--- src/rtl/serial_eq_cmp_if.sv ---
// Bit-pair input channel and result output channel for serial_eq_cmp.
// out_diff_count exists only when SERIAL_EQ_DIFFCNT_EN is defined.
interface serial_eq_cmp_if #(
  parameter int unsigned WIDTH = 16
);
  localparam int unsigned IDXW = $clog2(WIDTH + 1);

  logic            in_valid;
  logic            in_ready;
  logic            in_a;
  logic            in_b;
  logic            out_valid;
  logic            out_ready;
  logic            out_eq;
  logic [IDXW-1:0] out_first_diff;
`ifdef SERIAL_EQ_DIFFCNT_EN
  logic [IDXW-1:0] out_diff_count;

  modport master (
    output in_valid, in_a, in_b, out_ready,
    input  in_ready, out_valid, out_eq, out_first_diff, out_diff_count
  );

  modport slave (
    input  in_valid, in_a, in_b, out_ready,
    output in_ready, out_valid, out_eq, out_first_diff, out_diff_count
  );
`else
  modport master (
    output in_valid, in_a, in_b, out_ready,
    input  in_ready, out_valid, out_eq, out_first_diff
  );

  modport slave (
    input  in_valid, in_a, in_b, out_ready,
    output in_ready, out_valid, out_eq, out_first_diff
  );
`endif
endinterface

--- src/rtl/serial_eq_cmp.sv ---
// Serial word-equality comparator: ANDs per-bit XNOR over WIDTH LSB-first bit pairs and
// tracks the first mismatch. Define SERIAL_EQ_DIFFCNT_EN to add the mismatch-count output.
module serial_eq_cmp #(
  parameter  int unsigned WIDTH = 16,
  localparam int unsigned IDXW  = $clog2(WIDTH + 1)
) (
  input  logic          clk,
  input  logic          rst_n,
  input  logic          flush,
  serial_eq_cmp_if.slave bus
);

  typedef enum logic {
    ACCUM = 1'b0,
    HOLD  = 1'b1
  } state_t;

  state_t          state_q;
  state_t          state_d;

  logic [IDXW-1:0] bit_idx;
  logic [IDXW-1:0] first_diff;
  logic [IDXW-1:0] first_diff_upd;
  logic [IDXW-1:0] out_first_diff_q;
  logic            eq_acc;
  logic            eq_upd;
  logic            out_eq_q;
  logic            xnor_bit;
  logic            accept;
  logic            result_hs;
  logic            last_bit;

  g_XNOR u_xnor (
    .a (bus.in_a),
    .b (bus.in_b),
    .y (xnor_bit)
  );

  // Handshake qualifiers and the accumulator values after absorbing the current pair.
  always_comb begin
    accept         = bus.in_valid && (state_q == ACCUM);
    result_hs      = bus.out_ready && (state_q == HOLD);
    last_bit       = (bit_idx == IDXW'(WIDTH - 1));
    eq_upd         = eq_acc & xnor_bit;
    first_diff_upd = (eq_acc && !xnor_bit) ? bit_idx : first_diff;
  end

  always_ff @(posedge clk or negedge rst_n) begin
    if (!rst_n) begin
      state_q <= ACCUM;
    end else begin
      state_q <= state_d;
    end
  end

  always_comb begin
    state_d = state_q;
    if (flush) begin
      state_d = ACCUM;
    end else begin
      case (state_q)
        ACCUM:   if (accept && last_bit) state_d = HOLD;
        HOLD:    if (result_hs)          state_d = ACCUM;
        default: state_d = ACCUM;
      endcase
    end
  end

  always_comb begin
    bus.in_ready  = 1'b0;
    bus.out_valid = 1'b0;
    case (state_q)
      ACCUM:   bus.in_ready  = 1'b1;
      HOLD:    bus.out_valid = 1'b1;
      default: bus.in_ready  = 1'b0;
    endcase
  end

  // Word accumulator; flush outranks a same-cycle accept or result handshake.
  always_ff @(posedge clk or negedge rst_n) begin
    if (!rst_n) begin
      bit_idx          <= '0;
      eq_acc           <= 1'b1;
      first_diff       <= IDXW'(WIDTH);
      out_eq_q         <= 1'b0;
      out_first_diff_q <= '0;
    end else if (flush) begin
      bit_idx    <= '0;
      eq_acc     <= 1'b1;
      first_diff <= IDXW'(WIDTH);
    end else if (accept) begin
      eq_acc     <= eq_upd;
      first_diff <= first_diff_upd;
      if (last_bit) begin
        bit_idx          <= '0;
        out_eq_q         <= eq_upd;
        out_first_diff_q <= first_diff_upd;
      end else begin
        bit_idx <= bit_idx + IDXW'(1);
      end
    end else if (result_hs) begin
      eq_acc     <= 1'b1;
      first_diff <= IDXW'(WIDTH);
    end
  end

  assign bus.out_eq         = out_eq_q;
  assign bus.out_first_diff = out_first_diff_q;

`ifdef SERIAL_EQ_DIFFCNT_EN
  logic [IDXW-1:0] diff_cnt;
  logic [IDXW-1:0] diff_cnt_upd;
  logic [IDXW-1:0] out_diff_count_q;

  always_comb begin
    diff_cnt_upd = diff_cnt + IDXW'(!xnor_bit);
  end

  always_ff @(posedge clk or negedge rst_n) begin
    if (!rst_n) begin
      diff_cnt         <= '0;
      out_diff_count_q <= '0;
    end else if (flush) begin
      diff_cnt <= '0;
    end else if (accept) begin
      diff_cnt <= diff_cnt_upd;
      if (last_bit) begin
        out_diff_count_q <= diff_cnt_upd;
      end
    end else if (result_hs) begin
      diff_cnt <= '0;
    end
  end

  assign bus.out_diff_count = out_diff_count_q;

  a_eq_iff_zero_cnt: assert property (@(posedge clk) disable iff (!rst_n)
    bus.out_valid |-> (bus.out_eq == (bus.out_diff_count == '0)));
`endif

  // A held result must not move until it is taken or flushed.
  a_hold_stable: assert property (@(posedge clk) disable iff (!rst_n)
    (bus.out_valid && !bus.out_ready && !flush) |=>
      (bus.out_valid && $stable(bus.out_eq) && $stable(bus.out_first_diff)));

  a_idx_range: assert property (@(posedge clk) disable iff (!rst_n)
    bit_idx <= IDXW'(WIDTH - 1));

endmodule

// Per-bit equality stage.
module g_XNOR (
  input  logic a,
  input  logic b,
  output logic y
);
  assign y = ~(a ^ b);
endmodule

--- src/flat_wrapper.sv ---
// flat-port wrapper written by rule: the top's interface ports become plain ports
module serial_eq_cmp_flat 
#(
  parameter  int unsigned WIDTH = 16,
  localparam int unsigned IDXW  = $clog2(WIDTH + 1)
)
  (clk, rst_n, flush, bus_in_valid, bus_in_a, bus_in_b, bus_out_ready, bus_in_ready, bus_out_valid, bus_out_eq, bus_out_first_diff);
  serial_eq_cmp_if #(.WIDTH(WIDTH)) bus_i ();
  input  logic clk;
  input  logic rst_n;
  input  logic flush;
  input wire logic [$bits(bus_i.in_valid)-1:0] bus_in_valid;
  input wire logic [$bits(bus_i.in_a)-1:0] bus_in_a;
  input wire logic [$bits(bus_i.in_b)-1:0] bus_in_b;
  input wire logic [$bits(bus_i.out_ready)-1:0] bus_out_ready;
  output wire logic [$bits(bus_i.in_ready)-1:0] bus_in_ready;
  output wire logic [$bits(bus_i.out_valid)-1:0] bus_out_valid;
  output wire logic [$bits(bus_i.out_eq)-1:0] bus_out_eq;
  output wire logic [$bits(bus_i.out_first_diff)-1:0] bus_out_first_diff;
  assign bus_i.in_valid = bus_in_valid;
  assign bus_i.in_a = bus_in_a;
  assign bus_i.in_b = bus_in_b;
  assign bus_i.out_ready = bus_out_ready;
  assign bus_in_ready = bus_i.in_ready;
  assign bus_out_valid = bus_i.out_valid;
  assign bus_out_eq = bus_i.out_eq;
  assign bus_out_first_diff = bus_i.out_first_diff;
  serial_eq_cmp #(.WIDTH(WIDTH)) u_core (.clk(clk), .rst_n(rst_n), .flush(flush), .bus(bus_i));
endmodule
--- config.mk ---
export PLATFORM = sky130hd
export DESIGN_NAME = serial_eq_cmp_flat
export DESIGN_NICKNAME = d
export VERILOG_FILES = /design/src/rtl/serial_eq_cmp_if.sv /design/src/rtl/serial_eq_cmp.sv /design/src/flat_wrapper.sv
export SDC_FILE = /design/constraint.sdc
export NUM_CORES = 1
export LEC_CHECK = 0
export CORE_MARGIN = 4
export CORE_UTILIZATION = 54
export DETAILED_ROUTE_END_ITERATION = 10
export DONT_BUFFER_PORTS = 1
export MAX_ROUTING_LAYER = met4
export PLACE_DENSITY_LB_ADDON = 0.05
export SYNTH_ARGS = -nofsm -noshare
export SYNTH_HDL_FRONTEND = slang
export SYNTH_SLANG_ARGS = --single-unit
--- constraint.sdc ---
create_clock -name clk -period 1.35 [get_ports clk]
set_input_delay 0.135 -clock clk [delete_from_list [all_inputs] [get_ports clk]]
set_output_delay 0.135 -clock clk [all_outputs]
set_load 0.02 [all_outputs]
==> flow_summary.toml <==
[final_layout]
syn_to_final_growth_pct = 19.8
nets = 114
drive_gt1_share_pct = 25.7
final_common_cell = "dfrtp_1"
antennaDiodeCount = 0
mostFrequentLayoutCells = "dfrtp_1, buf_4, nand2_1, a21oi_1, o21ai_0"
fillers = 134
fin_cells = 121
final_core_util_pct = 70.6

[logic_synthesis]
synth_warnings = 0
synth-main-ff-cell = "dfrtp_1"
synth_area_leaders = "dfrtp_1, dfstp_2, a21oi_1"
synth_top_cell_by_area = "dfrtp_1"
seq_area_frac_synth_pct = 49.9
synth_seq_cells = 18
syn_area_per_cell_sq_um = 10.3
netlist_area_sq_um = 908
synth-edff-count = 0
synth_nets = 96
ys_types = 32
ys_async_sr_fraction_pct = 100
netlist.area_leader.share_pct = 44.1
syn_inst = 88

[drt]
viasPerCell = 6.04
drt_wl_total_mm = 1.86
firstDrtPassIters = 4
drt_iter0_drc = 21
vias = 731
drt-wirelength-per-cell_microns = 15.4
post-route-drc-count = 0
ant_nets = 0

[sta]
final.min_clock_period_ns = 1.35
setup_viol = 1
rsz0062_at_grt = "yes"
slew_violations = 0
whs_ns = -0.114
fin_ws_ns = -0.00341
fin_crit_sh_pct = 100
hold_viol_final = 9
tightest_slew_ns = 0.815
fmax_mhz = 739
tns_ns = -0.00341
fin_skew_ns = 0.00309
slew_headroom_pct = 45.5

[place]
gp_congestion = 0.848
io_buffers = 0
place_hpwl_mm = 1.37
dp_cells = 114

[min_path]
min_path_type = "in2reg"
hold_path_depth = 1

[global_route]
grt_antenna_before_repair = 0
grt_max_degree = 19
overflow = 0
track_usage_pct = 18.3
grt_pass1_wl_mm = 3.40
first_global_vias = 758

[clock_tree]
cts_made_buffers = 3
clkTransAtPathRegs_ns = 0.10
clock-root-buffer = "clkbuf_4"
cts_tree = "built"
htree_levels = 1
hold_buffers = 3
clk_latency_ns = 0.29
clock-sinks = 18
clock_path_buffers = 2

[floorplanning]
initial_core_util_pct = 58.9
fp-row-count = 14
die_area_sq_mm = 0.00240
io_pins = 15
core_sq_mm = 0.00154
die_y_microns = 49.0
fp.dieW_microns = 49.0

[run_status]
violations = "hold timing, setup timing"
outcome = "complete, but fails checks"

[setup_path]
ff2ff_path_depth = 3
start_kind = "register"
cp.required_ns = 1.59
crit_path_end_kind = "register"
cp.arrival_ns = 1.59
crit_type = "reg2reg"
critPathMaxFanout = 7

[power]
power.internal_w = 0.000766
pwr-share-comb_pct = 10.8
peakVddDrop_v = 0.000763
p_per_area_mw_per_mm2 = 927
power.share.sequential_pct = 56.4
netSwitchingFraction_pct = 24.0
switchingPower_w = 0.000242
p_leak_nw = 0.467
clkPwrFrac_pct = 32.9
power_w = 0.00101

[run]
maxCapViolCount = 0
-- logic make-up (layout without fill, tap and decap cells) --
group	Yosys count	after routing	synth area share (%)
compound gates	24	24	18.0
xor+xnor	3	3	3.72
fa+ha+maj	1	1	1.38
buf+inv	4	21	1.79
flops	18	18	49.9
mux	3	3	3.31
simple gates	35	35	21.9
-- through the flow --
step           cell area [sq um]  setup slack (ns)
2_1_floorplan                912            0.0162
3_3_place_gp                1010            0.0283
3_5_place_dp                1010            0.0241
4_1_cts                     1080          -0.00426
5_1_grt                     1090           -0.0709
6_report                    1090          -0.00341
-- layout make-up --
cell class	count	area [sq um]	share of cell area, %
Multi-Input combinational cell	66	449	41.3
Tap cell	16	20.0	1.84
Clock buffer	4	36.3	3.33
Timing Repair Buffer	15	121	11.1
Inverter	2	7.51	0.690
Sequential cell	18	454	41.7
-- per-layer routing --
layer | GRT usage [%] | vias up | share of wire, %
met2 | 28.3 | 21 | 49
li1 | - | 358 | -
met3 | 3.98 | 4 | 5.2
met5 | - | - | 0
met1 | 23.5 | 348 | 45
met4 | 6.73 | 0 | 1.1
-- cell usage after synthesis (all sizes together), types with 2 or more instances --
cell type and count:
dfrtp 16, nand2 9, a21oi 7, nand3 6
o21ai 6, nor2 5, a2bb2oi 3, a31oi 3
mux2i 3, nand2b 3, clkbuf 2, dfstp 2
inv 2, nand4 2, nor2b 2, nor3b 2
o311ai 2, or3 2, xor2 2
-- worst max-delay path: stages (launching register included) --
cell and delay, ns:
dfrtp_2 0.46, or3b_4 0.43, a211oi_4 0.26, a22o_1 0.16
-- worst paths after layout --
path | from | endpoint | slack (ns)
setup reg to reg | u_core.state_q | u_core.bus.out_first_diff[4] | -0.003
max in group asynchronous | rst_n | u_core.state_q | 0.43
min in group asynchronous | rst_n | u_core.bus.out_first_diff[2] | 0.37
hold / removal | flush | u_core.state_q | -0.11
hold reg to reg | u_core.first_diff[3] | u_core.first_diff[3] | 0.53
setup / recovery | u_core.state_q | u_core.bus.out_first_diff[4] | -0.003
-- power by group through the flow --
stage                     registers (W)  clock network [W]  logic [W]
final                          0.000569           0.000332   0.000108
after global routing           0.000571           0.000377   0.000122
after floorplan                0.000579                  0  0.0000671
after global placement         0.000578                  0  0.0000911
after detailed placement       0.000579                  0  0.0000921
after CTS                      0.000569           0.000344   0.000107
-- repair_timing --
item	4_1_cts	5_1_grt
resized for setup	0	5
setup endpoints to repair	1	10
endpoints found under the hold margin	30	11
setup buffers	0	1
pin swaps	0	0
-- state kept, by name (all words and copies together), names as in the netlist --
register	count
u_core.first_diff	5
u_core.bus.out_eq	1
u_core.eq_acc	1
u_core.state_q	1
u_core.bus.out_first_diff	5
u_core.bit_idx	5
(Power assumes the default switching activity.)
